[src/rtl/mem_arbiter_nch.sv]
// rtl/mem_arbiter_nch.sv - N-channel single-outstanding RAM arbiter (optional MEM_ARB_ROUND_ROBIN_EN)
module mem_arbiter_nch #(
    parameter int NUM_CH = 2,
    parameter int ADDR_W = 32,
    parameter int DATA_W = 32
) (
    input  logic                     clk,
    input  logic                     nRst,
    input  logic [NUM_CH-1:0]        ch_ren,
    input  logic [NUM_CH-1:0]        ch_wen,
    input  logic [NUM_CH*ADDR_W-1:0] ch_addr,
    input  logic [NUM_CH*DATA_W-1:0] ch_store,
    output logic [NUM_CH-1:0]        ch_ready,
    output logic [DATA_W-1:0]        load_o,
    output logic                     Ren,
    output logic                     Wen,
    output logic [ADDR_W-1:0]        ramaddr,
    output logic [DATA_W-1:0]        ramstore,
    input  logic [DATA_W-1:0]        ramload,
    input  logic                     busy_o
);

    localparam int GW = $clog2(NUM_CH);

    typedef enum logic [1:0] {IDLE, REQ, WAIT, DONE} state_t;

    state_t              state;
    state_t              state_nx;
    logic [GW-1:0]       grant_q;
    logic [GW-1:0]       winner;
    logic                win_valid;
    logic [ADDR_W-1:0]   addr_q;
    logic [DATA_W-1:0]   store_q;
    logic                op_wr_q;
    logic [NUM_CH-1:0]   req;
    logic [ADDR_W-1:0]   addr_arr  [NUM_CH];
    logic [DATA_W-1:0]   store_arr [NUM_CH];
    logic                ram_done;

    assign req      = ch_ren | ch_wen;
    assign ram_done = (state == WAIT) && !busy_o;

    for (genvar g = 0; g < NUM_CH; g++) begin : g_unpack
        assign addr_arr[g]  = ch_addr[g*ADDR_W +: ADDR_W];
        assign store_arr[g] = ch_store[g*DATA_W +: DATA_W];
    end

`ifdef MEM_ARB_ROUND_ROBIN_EN
    logic [GW-1:0] rr_ptr;
    int            idx;

    // Round-robin winner: first requester at or above the pointer, wrapping around.
    always_comb begin
        winner    = '0;
        win_valid = 1'b0;
        idx       = 0;
        for (int k = NUM_CH - 1; k >= 0; k--) begin
            idx = int'(rr_ptr) + k;
            if (idx >= NUM_CH) begin
                idx = idx - NUM_CH;
            end
            if (req[GW'(idx)]) begin
                winner    = GW'(idx);
                win_valid = 1'b1;
            end
        end
    end

    // Pointer moves past the served channel as the transaction completes.
    always_ff @(posedge clk or negedge nRst) begin
        if (!nRst) begin
            rr_ptr <= '0;
        end else if (ram_done) begin
            rr_ptr <= (grant_q == GW'(NUM_CH - 1)) ? '0 : grant_q + 1'b1;
        end
    end
`else
    // Fixed priority winner: the lowest requesting index.
    always_comb begin
        winner    = '0;
        win_valid = 1'b0;
        for (int i = NUM_CH - 1; i >= 0; i--) begin
            if (req[GW'(i)]) begin
                winner    = GW'(i);
                win_valid = 1'b1;
            end
        end
    end
`endif

    // Next-state logic; REQ always advances, WAIT holds while the RAM is busy.
    always_comb begin
        state_nx = state;
        case (state)
            IDLE:    if (win_valid) state_nx = REQ;
            REQ:     state_nx = WAIT;
            WAIT:    if (!busy_o) state_nx = DONE;
            DONE:    state_nx = IDLE;
            default: state_nx = IDLE;
        endcase
    end

    // State register, request latches and captured load data.
    always_ff @(posedge clk or negedge nRst) begin
        if (!nRst) begin
            state   <= IDLE;
            grant_q <= '0;
            addr_q  <= '0;
            store_q <= '0;
            op_wr_q <= 1'b0;
            load_o  <= '0;
        end else begin
            state <= state_nx;
            if (state == IDLE && win_valid) begin
                grant_q <= winner;
                addr_q  <= addr_arr[winner];
                store_q <= store_arr[winner];
                op_wr_q <= ch_wen[winner];
            end
            if (ram_done && !op_wr_q) begin
                load_o <= ramload;
            end
        end
    end

    // RAM side driven purely from state and latches, so requesters never reach it combinationally.
    always_comb begin
        Ren      = ((state == REQ) || (state == WAIT)) && !op_wr_q;
        Wen      = ((state == REQ) || (state == WAIT)) && op_wr_q;
        ramaddr  = addr_q;
        ramstore = store_q;
        ch_ready = '0;
        if (state == DONE) begin
            ch_ready[grant_q] = 1'b1;
        end
    end

endmodule

[config.mk]
export PLATFORM = sky130hd
export DESIGN_NAME = mem_arbiter_nch
export DESIGN_NICKNAME = d
export VERILOG_FILES = /design/src/rtl/mem_arbiter_nch.sv
export SDC_FILE = /design/constraint.sdc
export NUM_CORES = 1
export LEC_CHECK = 0
export BUFFER_PORTS_ARGS = -buffer_cell sky130_fd_sc_hd__buf_2
export CAP_MARGIN = 20
export CORE_AREA = 2 2 103 105
export CTS_BUF_LIST = sky130_fd_sc_hd__clkbuf_4 sky130_fd_sc_hd__clkbuf_8
export DETAILED_ROUTE_END_ITERATION = 8
export DIE_AREA = 0 0 105 107
export PLACE_DENSITY_LB_ADDON = 0.08
export SETUP_SLACK_MARGIN = 0.5
export SLEW_MARGIN = 0
export SYNTH_ARGS = -nofsm -noshare
export SYNTH_HDL_FRONTEND = slang
export SYNTH_SLANG_ARGS = --single-unit
[constraint.sdc]
create_clock -name clk -period 1.8 [get_ports clk]
set_clock_uncertainty 0.15 [all_clocks]
set_input_delay 0.18 -clock clk [delete_from_list [all_inputs] [get_ports clk]]
set_output_delay 0.18 -clock clk [all_outputs]
set_load 0.01 [all_outputs]
==> flow_metrics.tcl, run 1 <==
set metrics [dict create \
    syn_inst 220 \
    drc 0 \
    crit_required_ps 1900 \
    setup_viol 0 \
    syn-cell-area_um2 3750 \
    drive_above_1_share 0.639 \
    path_class "flip-flop to flip-flop" \
    yosysWarnings 0 \
    clk_pin_slew_ps 90 \
    ys.flop_type "dfrtp_1" \
    cts_sinks 99 \
    clk_latency_ps 360 \
    synth_nets 390 \
    synth_cell_type_count 15 \
    num_vias 3149 \
    synth_top_family_by_area "multiplexers" \
    wl_per_cell_um 17.0 \
    ys_seq_elements 99 \
    crit_arrival_ps 1870 \
    hold_viol 0 \
    async_reset_ff_frac 1.00 \
    path_cells "inv_2 > ha_4 > nor3b_4 > buf_6 > clkbuf_16 > mux2_4" \
    synthSimpleGateAreaFrac 0.0103 \
    drtPass1Iterations 4 \
    cp.depth 6 \
    dp_hpwl_um 6060 \
    dp_slack_ps 79.3 \
    drt_iter0_drc 119 \
    grt_pass1_wl_um 17100 \
    status "finished, final reports clean" \
    yosysTopAreaCell "dfrtp_1" \
    fillers 701 \
    power.leakage_uw 0.00355 \
    finalCriticalPeriod_ps 1770 \
    worst-path-max-fanout 8 \
    min_period_over_period 0.981 \
    seq_area_frac_synth 0.660 \
    netlist_top_cells_area "dfrtp_1 (66%), mux2_2 (29%), ha_1 (1.0%), buf_2 (0.93%), buf_6 (0.90%)" \
    fin_ws_ps 33.5 \
    synth_edf_count 0 \
    fin_nets 728 \
    critical_path.startpoint "state[0]$_DFFE_PN0P_" \
    num_rows 37 \
    grt_use_total 0.199 \
    wl_um 11900 \
    reg2reg_depth 6 \
    avgViaCountPerCell 4.51 \
    area_growth_pct 89.9 \
    p_per_area_nw_per_um2 1770 \
    max_freq_mhz 566 \
    dieArea_um2 11200 \
    synth_adder_area_share 0.0100 \
    finish.utilization 0.706 \
    r2r-end "load_o[9]$_DFFE_PN0P_" \
    cts_root_buffer "clkbuf_8" \
    cpLargestDelayFamily "buffers and inverters" \
    io_buffers 198 \
    antenna_found_initial 0 \
    cp-start-kind "flip-flop" \
    slowest_stage "dfrtp_1" \
    diodes 0 \
    io_pins 267 \
    crit_buf_inv 3 \
    rsz0062_at_grt "yes" \
    synthMuxAreaShare 0.294 \
    grt_pass1_vias 3377 \
    slowest_delay_ps 410 \
    synth_compound_area_frac 0.00167 \
    synthXorXnorAreaFrac 0 \
    min_path_type "input pin to flip-flop" \
    synth_common_cells "dfrtp_1 (99), mux2_2 (96), buf_2 (7)" \
    post-synth-top-count-cell "dfrtp_1" \
    die_w_um 105 \
    synth_top_cell_area_share 0.660 \
    vdd.ir_drop.worst_uv 932 \
    crit_path_end "load_o[9]$_DFFE_PN0P_" \
    htreeDepth 3 \
    worstHoldStart "busy_o" \
    worstSetupEndpointType "flip-flop" \
    grt_overflow_total 0 \
    grt_max_degree 51 \
    die_height_um 107 \
    cts_tree "built" \
    drv_slew 0 \
    cts_buffer_depth 2 \
    cts_buffers 9 \
    core_um2 10100 \
    worstReg2RegStart "state[0]$_DFFE_PN0P_" \
    antenna_left 0 \
    power_uw 12600 \
    synth.avg_cell_area_um2 17.1 \
    gp_congestion 0.699 \
    start_util 0.372 \
    maxCapViolCount 0 \
    rrSetupSlack_ps 30 \
]
==> stage by stage <==
| step | setup TNS [ps] | instance area [um2] | cells | hold slack, ps |
|---|---|---|---|---|
| after global routing | -36.4 | 7120 | 699 | 36.5 |
| after global placement | 0 | 4950 | 549 | -59.5 |
| after floorplan | 0 | 3810 | 220 | -266 |
| after CTS | 0 | 6700 | 690 | 20.3 |
| after detailed placement | 0 | 4950 | 549 | -65.1 |
| final | 0 | 7120 | 699 | 39.8 |
==> layout by cell type (no fill, tap or decap), types with 2 or more instances in the layout <==
| cell type | Yosys | final |
|---|---|---|
| mux2_4 | 0 | 82 |
| buf_8 | 0 | 3 |
| dlygate4sd3_1 | 0 | 99 |
| buf_16 | 0 | 10 |
| clkbuf_8 | 0 | 13 |
| clkinvlp_4 | 0 | 2 |
| dfrtp_1 | 99 | 99 |
| buf_4 | 1 | 6 |
| ha_4 | 0 | 2 |
| clkbuf_16 | 0 | 2 |
| buf_12 | 0 | 12 |
| inv_2 | 0 | 2 |
| mux2_2 | 96 | 15 |
| buf_6 | 3 | 9 |
| buf_2 | 7 | 197 |
==> worst min-delay path by stage <==
stage,cells after the start,to
after detailed placement,1,ramstore[8]$_DFFE_PN0N_
after global placement,1,ramstore[8]$_DFFE_PN0N_
final,3,state[1]$_DFFE_PN0P_
after floorplan,0,load_o[0]$_DFFE_PN0P_
after CTS,3,state[1]$_DFFE_PN0P_
after global routing,3,state[1]$_DFFE_PN0P_
==> worst reg2reg max path: stages, from the launching register on <==
cell       delay (ps)
dfrtp_1           410
inv_2             120
ha_4              140
nor3b_4           180
buf_6             170
clkbuf_16         190
mux2_4            310
==> registers in the layout (all words and copies together) (netlist names) <==
register,count
load_o,32
op_wr_q,1
ramaddr,32
ramstore,32
state,2
==> repair_timing <==
action                                  4_1_cts  5_1_grt
hold buffers                                 99        0
endpoints found under the hold margin       197        0
endpoints found under the setup margin      102      102
pin swaps                                     1        2
gates resized for setup                      38       77
cloned                                       10        3
setup buffers                                16        6
==> area by class of cell <==
| type | instances | area, um2 | share of cell area |
|---|---|---|---|
| flip-flops and latches | 99 | 2480 | 0.348 |
| well taps | 136 | 170 | 0.0239 |
| repair buffers | 338 | 2730 | 0.384 |
| clock inverters | 3 | 20.0 | 0.00281 |
| inverters | 2 | 7.51 | 0.00105 |
| multi-input cells | 108 | 1540 | 0.216 |
| clock buffers | 13 | 179 | 0.0251 |
==> layer usage <==
layer,track usage,vias to the layer above,share of wire,wire length [um]
met5,0,-,0,0
met2,0.348,118,0.52,6140
li1,-,1446,-,-
met4,0.0905,0,0.017,208
met1,0.238,1571,0.42,4950
met3,0.0371,14,0.051,601
==> kinds of logic after synthesis <==
kind of cell	count (synthesis)
other cells	1
mux	98
buf+inv	13
fa+ha+maj	3
flops	99
compound gates	1
simple gates	5
==> report_power, final <==
group / internal (uW) / leakage (uW) / switching, uW
clock network: 652 / 0.0000977 / 767
logic: 4500 / 0.00228 / 2660
registers: 3380 / 0.00117 / 618
No activity file was read; power rests on OpenSTA's default activity.
==> run 2: changes to the inputs <==
Settings changed: CAP_MARGIN 20 to 40, PLACE_DENSITY set to 0.77, PLACE_DENSITY_LB_ADDON 0.08 to unset.
==> flow_metrics.tcl, run 2 (synthesis gave the netlist of run 1 again) <==
set metrics [dict create \
    status "finished, final reports clean" \
    dp_hpwl_um 5850 \
    drc 0 \
    layout_commonest_cell "buf_2" \
    dp_slack_ps 85.6 \
    maxCapViolCount 0 \
    fin_nets 713 \
    fin_tns_setup_ps 0 \
    io_buffers 198 \
    drv_slew 0 \
    finalCriticalPeriod_ps 1720 \
    fin_area_um2 6850 \
    critical_path.startpoint "state[1]$_DFFE_PN0P_" \
    p_per_area_nw_per_um2 1770 \
    antenna_left 0 \
    power.leakage_uw 0.00338 \
    worstSetupEndpointType "flip-flop" \
    path_class "flip-flop to flip-flop" \
    grt_pass1_vias 3340 \
    fin_ws_ps 81.2 \
    gp_congestion 0.695 \
    cts_buffer_depth 2 \
    cts_sinks 99 \
    max_freq_mhz 582 \
    wl_um 11500 \
    drt_iter0_drc 109 \
    drive_above_1_share 0.630 \
    start_util 0.372 \
    fillers 712 \
    antenna_found_initial 0 \
    clk_latency_ps 350 \
    clk_pin_slew_ps 90 \
    worst-path-max-fanout 32 \
    maxSlewHeadroom 0.626 \
    grt_use_total 0.186 \
    num_rows 37 \
    cts_buffers 9 \
    cts_tree "built" \
    tightest_slew_ps 561 \
    postPlaceCellArea_um2 4930 \
    diodes 0 \
    cts_root_buffer "clkbuf_8" \
    crit_arrival_ps 1810 \
    io_pins 267 \
    htreeDepth 3 \
    avgViaCountPerCell 4.51 \
    rsz0062_at_grt "yes" \
    die_height_um 107 \
    core_um2 10100 \
    area_growth_pct 82.6 \
    setup_viol 0 \
    vdd.ir_drop.worst_uv 972 \
    worstReg2RegStart "state[1]$_DFFE_PN0P_" \
    num_vias 3086 \
    min_period_over_period 0.955 \
    cp-start-kind "flip-flop" \
    drtPass1Iterations 4 \
    wl_per_cell_um 16.7 \
    min_path_type "input pin to flip-flop" \
    grt_overflow_total 0 \
    grt_max_degree 100 \
    die_w_um 105 \
    crit_required_ps 1890 \
    grt_pass1_wl_um 16300 \
    most-common-layout-cells "buf_2 (195), dlygate4sd3_1 (99), dfrtp_1 (99)" \
    dieArea_um2 11200 \
    hold_viol 0 \
    worstHoldStart "busy_o" \
]
## run 2: changes by cell type in the layout (fill, tap and decap cells not counted), sizes merged
cell and change:
buf -18, bufinv +3
## run 2: worst paths after layout
path                                       endpoint  slack, ps  cells after the start
setup / recovery             load_o[22]$_DFFE_PN0P_         80                      5
setup reg to reg             load_o[22]$_DFFE_PN0P_         80                      5
max in group asynchronous   ramaddr[24]$_DFFE_PN0N_        780                      3
min in group asynchronous  ramstore[18]$_DFFE_PN0N_        260                      3
hold reg to reg               load_o[4]$_DFFE_PN0P_        360                      1
hold / removal                 state[1]$_DFFE_PN0P_         60                      3
## run 2: layout make-up
type,instances,area (um2),share of cell area
sequential,99,2480,0.362
inverter,2,7.51,0.00110
timing repair buffer,323,2480,0.363
multi-input combinational,108,1460,0.214
clock inverter,6,114,0.0166
tap,136,170,0.0248
clock buffer,10,131,0.0192
## run 2: through the flow
| stage | std cells | total power (uW) | hold WS, ps | utilization |
|---|---|---|---|---|
| finish | 684 | 12100 | 61.9 | 0.679 |
| global route | 684 | 12800 | 42.1 | 0.679 |
| CTS | 676 | 10900 | 27.0 | 0.637 |
| detailed placement | 547 | 8250 | 134 | 0.489 |
| global placement | 547 | 8070 | 128 | 0.489 |
| floorplan | 220 | 6610 | -266 | - |
## run 2: critical path, stage by stage, from the launching register on
cell     delay [ps]
dfrtp_1         410
buf_6           120
ha_4            120
nor3b_4         200
buf_12          230
mux2_2          360
## run 2: timing repair
action,in CTS,in global routing
pin swaps,1,0
cloned,5,5
buffers inserted,9,3
hold buffers,99,0
setup endpoints to repair,102,102
hold endpoints to repair,197,0
resized for setup,7,78
## run 2: power by group
part	internal, uW	switching, uW
Sequential	3380	633
Combinational	3910	2500
Clock	941	766
Total	8240	3900
## run 2: layer usage
metal,part of all wire,global-route usage,up-vias,wire (um)
met5,0,0,-,0
met4,0.013,0.0695,0,146
met3,0.052,0.0383,15,592
met2,0.51,0.327,125,5810
met1,0.43,0.225,1532,4910
li1,-,-,1414,-
==> run 3: changes to the inputs <==
Settings changed: SETUP_SLACK_MARGIN 0.5 to 0.2.
==> flow_metrics.tcl, run 3 (synthesis gave the netlist of run 1 again) <==
set metrics [dict create \
    wl_um 10900 \
    path_cells "inv_2 > ha_4 > nor3b_4 > buf_12 > mux2_2" \
    fin_area_um2 6480 \
    gp_congestion 0.687 \
    internal_power_uw 7360 \
    clkPwrFrac 0.144 \
    wl_per_cell_um 16.3 \
    vdd.ir_drop.worst_uv 874 \
    num_vias 3029 \
    tightest_slew_ps 544 \
    drc 0 \
    swShare 0.331 \
    maxCapViolCount 0 \
    fin_nets 700 \
    seqPwrFrac 0.363 \
    power.share.combinational 0.494 \
    fin_ws_ps 40.9 \
    grt_overflow_total 0 \
    max_freq_mhz 568 \
    switchingPower_uw 3640 \
    hold_viol 0 \
    start_util 0.372 \
    cp-start-kind "flip-flop" \
    die_w_um 105 \
    diodes 0 \
    wl_met3_um 611 \
    top_layer_used "met4" \
    dieArea_um2 11200 \
    post-place-cells 547 \
    fin_tns_setup_ps 0 \
    status "finished, final reports clean" \
    critical_path.startpoint "state[0]$_DFFE_PN0P_" \
    grt_pass1_vias 3353 \
    cts_tree "built" \
    antenna_found_initial 0 \
    maxSlewHeadroom 0.637 \
    crit_required_ps 1890 \
    drt_iter0_drc 131 \
    slowest_delay_ps 400 \
    grt_max_degree 100 \
    fin_cells 671 \
    dp_hpwl_um 5870 \
    drv_slew 0 \
    p_per_area_nw_per_um2 1700 \
    min_path_type "input pin to async pin" \
    cts_buffer_depth 2 \
    path_class "flip-flop to flip-flop" \
    num_rows 37 \
    drive_above_1_share 0.615 \
    grt_use_total 0.184 \
    clk_pin_slew_ps 100 \
    drtPass1Iterations 4 \
    wl_met2_um 5750 \
    worstSetupEndpointType "flip-flop" \
    area_growth_pct 72.7 \
    core_um2 10100 \
    dp_slack_ps 100 \
    layout_commonest_cell "buf_2" \
    worstReg2RegStart "state[0]$_DFFE_PN0P_" \
    grt_pass1_wl_um 16200 \
    met1Wirelength_um 4280 \
    finalCriticalPeriod_ps 1760 \
    finish.utilization 0.642 \
    cts_sinks 99 \
    slowest_stage "dfrtp_1" \
    crit_arrival_ps 1850 \
    min_period_over_period 0.977 \
    worst-path-max-fanout 32 \
    postPlaceCellArea_um2 4920 \
    avgViaCountPerCell 4.51 \
    most-common-layout-cells "buf_2 (196), dlygate4sd3_1 (99), dfrtp_1 (99)" \
    rsz0062_at_grt "yes" \
    die_height_um 107 \
    htreeDepth 3 \
    power.leakage_uw 0.00315 \
    io_buffers 198 \
    clk_latency_ps 360 \
    setup_viol 0 \
    cts_buffers 9 \
    cts_root_buffer "clkbuf_8" \
    antenna_left 0 \
    io_pins 267 \
]
run 3: cell types whose count changed in the layout (fill, tap and decap cells not counted), sizes merged:
cell,before,now
clkinv,1,2
bufinv,3,2
buf,219,206
run 3: layout make-up:
cell class,instances,area (um2)
Fill cell,752,3610
Tap cell,136,170
Timing Repair Buffer,310,2270
Inverter,2,7.51
Multi-Input combinational cell,108,1330
Sequential cell,99,2480
Clock inverter,6,88.8
Clock buffer,10,138
run 3: repair_timing:
item                       in CTS  in global routing
hold endpoints to repair      197                  0
hold buffers                   99                  0
setup buffers                   1                  2
setup endpoints to repair      90                 54
gates resized for setup         5                 35
cloned                          1                  5
run 3: worst max-delay path: cells and delay by family, from the launching register on:
| kind | cells | cell delay (ps) |
|---|---|---|
| DFF | 1 | 400 |
| muxes | 1 | 360 |
| buffers and inverters | 2 | 340 |
| and+or+nand+nor | 1 | 210 |
| adders and majority gates | 1 | 150 |
run 3: final timing paths:
check,end,slack [ps],cells past startpoint
setup / recovery,load_o[24]$_DFFE_PN0P_,40,5
hold / removal,ramaddr[26]$_DFFE_PN0N_,210,3
setup reg to reg,load_o[24]$_DFFE_PN0P_,40,5
hold reg to reg,load_o[11]$_DFFE_PN0P_,340,1
max in group asynchronous,ramstore[19]$_DFFE_PN0N_,820,3
min in group clk,load_o[11]$_DFFE_PN0P_,340,1
run 3: layer usage:
metal  GRT usage  up-vias
li1            -     1385
met2       0.335      130
met1       0.197     1490
met5           0        -
met3      0.0462       24
met4      0.0943        0
run 3: power by group through the flow:
stage	clock [uW]	combinational [uW]	sequential, uW
floorplan	0	1970	4510
global placement	0	4110	3920
detailed placement	0	4220	4000
CTS	1650	4620	3950
global route	1710	5800	4130
finish	1580	5430	3990
run 3: stage by stage:
stage	hold slack (ps)	power, uW
floorplan	-266	6480
global placement	118	8020
detailed placement	131	8220
CTS	262	10200
global route	299	11600
finish	207	11000
